**src/rtl/index_sequencer_if.sv**
```systemverilog
// Index handshake between the sequencer (master) and the per-neuron datapath (slave).
interface index_sequencer_if #(
    parameter int IDX_W = 2
);
    logic [IDX_W-1:0] index;
    logic             valid;
    logic             ready;
    logic             first;
    logic             last;

    modport master (output index, output valid, output first, output last, input ready);
    modport slave  (input index, input valid, input first, input last, output ready);
endinterface

```
**src/rtl/index_sequencer.sv**
```systemverilog
// Walks index 0..NUM_ITEMS-1 over a valid/ready handshake, then pulses done for one cycle.
module index_sequencer #(
    parameter int NUM_ITEMS = 4,
    parameter int IDX_W     = 2
) (
    input  logic                       clock,
    input  logic                       clear,
    input  logic                       start,
    input  logic                       abort,
    index_sequencer_if.master          bus,
    output logic                       busy,
    output logic                       done
);
    typedef enum logic [1:0] {IDLE, ISSUE, DONE} state_t;

    localparam logic [IDX_W-1:0] LAST_IDX = IDX_W'(NUM_ITEMS - 1);

    state_t           state;
    logic [IDX_W-1:0] index;
    logic             valid;

    assign bus.index = index;
    assign bus.valid = valid;
    // first/last are decoded straight from the registered index so they line up with it
    assign bus.first = valid && (index == '0);
    assign bus.last  = valid && (index == LAST_IDX);

    always_ff @(posedge clock) begin
        if (clear) begin
            state <= IDLE;
            index <= '0;
            valid <= 1'b0;
            busy  <= 1'b0;
            done  <= 1'b0;
        end else begin
            case (state)
                IDLE: begin
                    done <= 1'b0;
                    if (start) begin
                        state <= ISSUE;
                        index <= '0;
                        valid <= 1'b1;
                        busy  <= 1'b1;
                    end
                end
                ISSUE: begin
                    // abort wins over a handshake landing in the same cycle
                    if (abort) begin
                        state <= IDLE;
                        index <= '0;
                        valid <= 1'b0;
                        busy  <= 1'b0;
                    end else if (valid && bus.ready) begin
                        if (index == LAST_IDX) begin
                            state <= DONE;
                            index <= '0;
                            valid <= 1'b0;
                            busy  <= 1'b0;
                            done  <= 1'b1;
                        end else begin
                            index <= index + IDX_W'(1);
                        end
                    end
                end
                DONE: begin
                    state <= IDLE;
                    done  <= 1'b0;
                end
                default: begin
                    state <= IDLE;
                    index <= '0;
                    valid <= 1'b0;
                    busy  <= 1'b0;
                    done  <= 1'b0;
                end
            endcase
        end
    end
endmodule
```
**src/flat_wrapper.sv**
```systemverilog
// flat-port wrapper written by rule: the top's interface ports become plain ports
module index_sequencer_flat 
#(
    parameter int NUM_ITEMS = 4,
    parameter int IDX_W     = 2
)
  (clock, clear, start, abort, busy, done, bus_index, bus_valid, bus_first, bus_last, bus_ready);
  index_sequencer_if #(.IDX_W(IDX_W)) bus_i ();
  input  logic clock;
  input  logic clear;
  input  logic start;
  input  logic abort;
  output logic busy;
  output logic done;
  output wire logic [$bits(bus_i.index)-1:0] bus_index;
  output wire logic [$bits(bus_i.valid)-1:0] bus_valid;
  output wire logic [$bits(bus_i.first)-1:0] bus_first;
  output wire logic [$bits(bus_i.last)-1:0] bus_last;
  input wire logic [$bits(bus_i.ready)-1:0] bus_ready;
  assign bus_index = bus_i.index;
  assign bus_valid = bus_i.valid;
  assign bus_first = bus_i.first;
  assign bus_last = bus_i.last;
  assign bus_i.ready = bus_ready;
  index_sequencer #(.NUM_ITEMS(NUM_ITEMS), .IDX_W(IDX_W)) u_core (.clock(clock), .clear(clear), .start(start), .abort(abort), .bus(bus_i), .busy(busy), .done(done));
endmodule
```
**config.mk**
```make
export PLATFORM = sky130hd
export DESIGN_NAME = index_sequencer_flat
export DESIGN_NICKNAME = d
export VERILOG_FILES = /design/src/rtl/index_sequencer_if.sv /design/src/rtl/index_sequencer.sv /design/src/flat_wrapper.sv
export SDC_FILE = /design/constraint.sdc
export NUM_CORES = 1
export LEC_CHECK = 0
export CORE_AREA = 2 2 39 41
export DETAILED_ROUTE_END_ITERATION = 6
export DIE_AREA = 0 0 41 43
export SKIP_LAST_GASP = 1
export SLEW_MARGIN = 0
export SYNTH_ARGS = -nofsm -noshare
export SYNTH_HDL_FRONTEND = slang
export SYNTH_SLANG_ARGS = --single-unit
```
**constraint.sdc**
```tcl
create_clock -name clock -period 1.1 [get_ports clock]
set_input_delay 0.11 -clock clock [delete_from_list [all_inputs] [get_ports clock]]
set_output_delay 0.11 -clock clock [all_outputs]
set_load 0.02 [all_outputs]
```
==> results <==
==> power breakdown <==
group / internal, mW / switching, mW / total [mW]
logic: 0.0708 / 0.0670 / 0.138
clock network: 0.123 / 0.0786 / 0.202
registers: 0.222 / 0.00691 / 0.229
total: 0.416 / 0.153 / 0.568
==> per-stage QoR <==
stage | setup WS, ps | power [mW]
finish | -128 | 0.568
global route | -164 | 0.604
CTS | -138 | 0.564
detailed placement | -391 | 0.352
global placement | -377 | 0.350
floorplan | -62.6 | 0.289
==> logic make-up after synthesis <==
logic type / Yosys count / share of synthesized area
simple gates: 15 / 0.258
compound gates: 8 / 0.227
flops: 6 / 0.369
buf+inv: 5 / 0.0692
fa+ha+maj: 2 / 0.0769
==> sequential cells by signal, summed over array words and instances (netlist names) <==
signal	count
u_core.bus.index	2
u_core.state	2
u_core.done	1
u_core.busy	1
==> cell usage in the layout (no fill, tap or decap), types with 2 or more instances in the layout <==
cell type / count
a22o_1: 2
and2_1: 2
buf_4: 10
buf_6: 4
clkbuf_4: 3
clkdlybuf4s15_1: 2
clkdlybuf4s50_1: 2
dfxtp_1: 2
dfxtp_2: 2
dfxtp_4: 2
dlygate4sd2_1: 4
inv_1: 4
nor2_1: 4
nor2_2: 2
==> final cells by class <==
cell class	instances	area [sq um]
Clock buffer	3	22.5
Fill cell	134	742
Inverter	4	15.0
Multi-Input combinational cell	25	254
Sequential cell	6	130
Tap cell	16	20.0
Timing Repair Buffer	23	200
==> worst min path at each step <==
stage                      end        start  depth (start not counted)
2_1_floorplan  u_core.state[0]        clear                          1
3_3_place_gp       u_core.done  u_core.done                          1
3_5_place_dp       u_core.done  u_core.done                          1
4_1_cts        u_core.state[1]        clear                          3
5_1_grt        u_core.state[1]        clear                          3
6_report       u_core.state[1]        clear                          3
==> routing by layer <==
layer,vias up,part of all wire,global-route usage
met2,11,0.50,0.188
met1,161,0.44,0.132
met5,-,0,0
met4,0,0.018,0.100
li1,178,-,-
met3,2,0.038,0.0157
==> what timing repair did <==
| item | in CTS | in global routing |
|---|---|---|
| gates cloned | 0 | 0 |
| gates resized for setup | 33 | 8 |
| pin swaps | 6 | 1 |
| setup buffers | 3 | 0 |
| setup endpoints to repair | 10 | 10 |
==> tightest hold or removal path: cells and delay by family <==
family | cells | cell delay, ps
and+or+nand+nor | 2 | 200
buffers and inverters | 1 | 220
==> results summary <==
The floorplan step defined a die boundary enclosing 1760 sq um. The cell count along the critical path is 4. The run finished, with violations left. The worst-case vdd ir drop came out at 0.000479 V. In this run the standard cell core region covers 1380 sq um. Clock-pin slew was measured on the worst setup and hold paths at 40 ps. After synthesis, the netlist uses 19 different library cells.

The hold violation total from the final report came out at 0. The leakage power came out at 0.284 nW. The critical path is of the reg2out type. The biggest fanout along the worst timing path came out at 4. 12 I/O pins were placed. The per-cell routed wire length is 11.6 um. The highest achievable clock rate came out at 0.814 GHz. Of the available clock period, the critical path in the final layout requires 1.12.

When the netlist entered floorplanning its net count stood at 43. The max-slew violation count is 0. The initial utilization of the core area, before any placement, comes to 0.235. The biggest area contributor in the post-synthesis netlist is dfxtp_1. In this run the worst setup path terminates at bus_last. The number of cells on the worst reg-to-reg path is 5. The portion of the post-synthesis area used by sequential elements is 0.369. Counting along the longest clock path gives a buffer depth of 2.

Once detail routing completed, the nets flagged for antenna violations numbered 0. CTS placed an instance of clkbuf_4 at the clock tree root. Headroom to the max-slew limit came out at 0.832. The height of the die came out at 43 um. STA classifies the critical path endpoint as a primary output. During placement, the flow inserted port buffers numbering 11. Summed over all layers, the routed wires come to 896 um. The tightest hold path in the finished design has a slack of 335 ps. Data on the critical path is required at its endpoint by approximately 990 ps. The cell total after placement came out at 71.

The gate count of the mapped netlist came out at 36. The total CTS buffers is 3. After the first detailed-routing iteration, the DRC count stood at 2. The mean area per synthesized cell came out at 9.04 sq um. The signed area change from the synthesized netlist to the final layout came out at 97.3%. The later pin in the worst-skew pair is clocked with a latency of ~240 ps. The post-synthesis sequential element count came out at 6. The worst-case setup margin in the final layout came out at -128 ps. After detailed routing, the number of remaining DRC violations is 0.

The setup TNS is -526 ps. The final reports fail on setup timing. The total number of placement rows is 14. Broken down by cell family, the worst path's largest delay share belongs to flip-flops. The net count of the finished layout is 70. Walking the worst path, the cells encountered are ha_4 -> buf_6 -> and2_4 -> buf_6. Routability-driven placement finished with a final weighted congestion of 0.654.

The setup slack of the worst register-to-register path came out at -90 ps. In the routed layout, each cell is associated on average with a via count of 4.57. The share of layout cells above drive strength 1 came out at 0.541.

Once detailed placement completed, the half-perimeter wirelength came to 589 um. The die extent in x came out at 41 um. The depth of the CTS H-tree came out at 1. After clock tree synthesis, the flow added hold-fix buffers numbering 0. The endpoint of the worst-slack reg-to-reg timing path is u_core.busy. The dominant cell type by count on the critical path is buf_6. Among all flip-flop cells after synthesis, the most frequent one is dfxtp_1. The first-pass GRT wire length came out at 1370 um. The element type at the critical path start is a flip-flop. The count of warnings emitted by yosys came out at 0. The routed layout has ~350 vias. Setup violations remaining at the end of the flow were counted as 6. The TritonCTS clock tree is yes.

The via count of the first global-routing pass came to 340. The utilization of the core after routing came out at 0.464. The total buffers and inverters traversed by the critical path came out at 2.

On the final layout, the worst clock skew is ~1.6 ps. Setup repair after global routing could not meet its margin everywhere. The number of antenna violations at the first check in global routing came out at 0. The cell area after layout came out at between 600 and 700 sq um. The worst register-to-register path begins at u_core.bus.index[0].

By count the netlist is led by 6 x dfxtp_1, 6 x nor2_1, 4 x inv_1. Before antenna repair, the detailed router went through 3 iterations. For this design, the slowest cell found on the critical path is dfxtp_4. Tracing the worst setup path back leads to its startpoint at u_core.bus.index[0]. The largest single stage delay on the critical path is 350 ps. Across every metal layer, demand over resource in global routing totals 0.119. 0 antenna diodes ended up in the layout. The share of the synthesized area in the top cell type is 0.369. The path type of the worst min-delay path is in2reg.

Yosys mapped a number of flops with a built-in enable equal to 0. The total global routing overflow came out at 0. The number of sinks driven by the clock tree came out at 6.

The placed instance area is around 530 sq um. The data arrival time of the worst path is 1120 ps. The worst-margin pin slew is 251 ps.

The async set-reset flop share out of synthesis is 0. Across the run, the number of max-cap violations was 0. The cell area power density is 885 nW/um^2. The time the worst path needs with I/O delays and setup is 1230 ps. Yosys attributes the largest share of cell area to dfxtp_1 37%, ha_1 7.7%, nor2_1 6.9%. The maximum number of pins on one net before global-route repair came out at 7. In this run the cell area of the synthesized design comes to 325 sq um. Excluding fillers, the count of instances in the completed layout stands at 77.
Note: power is estimated with default switching activity, not from simulation.
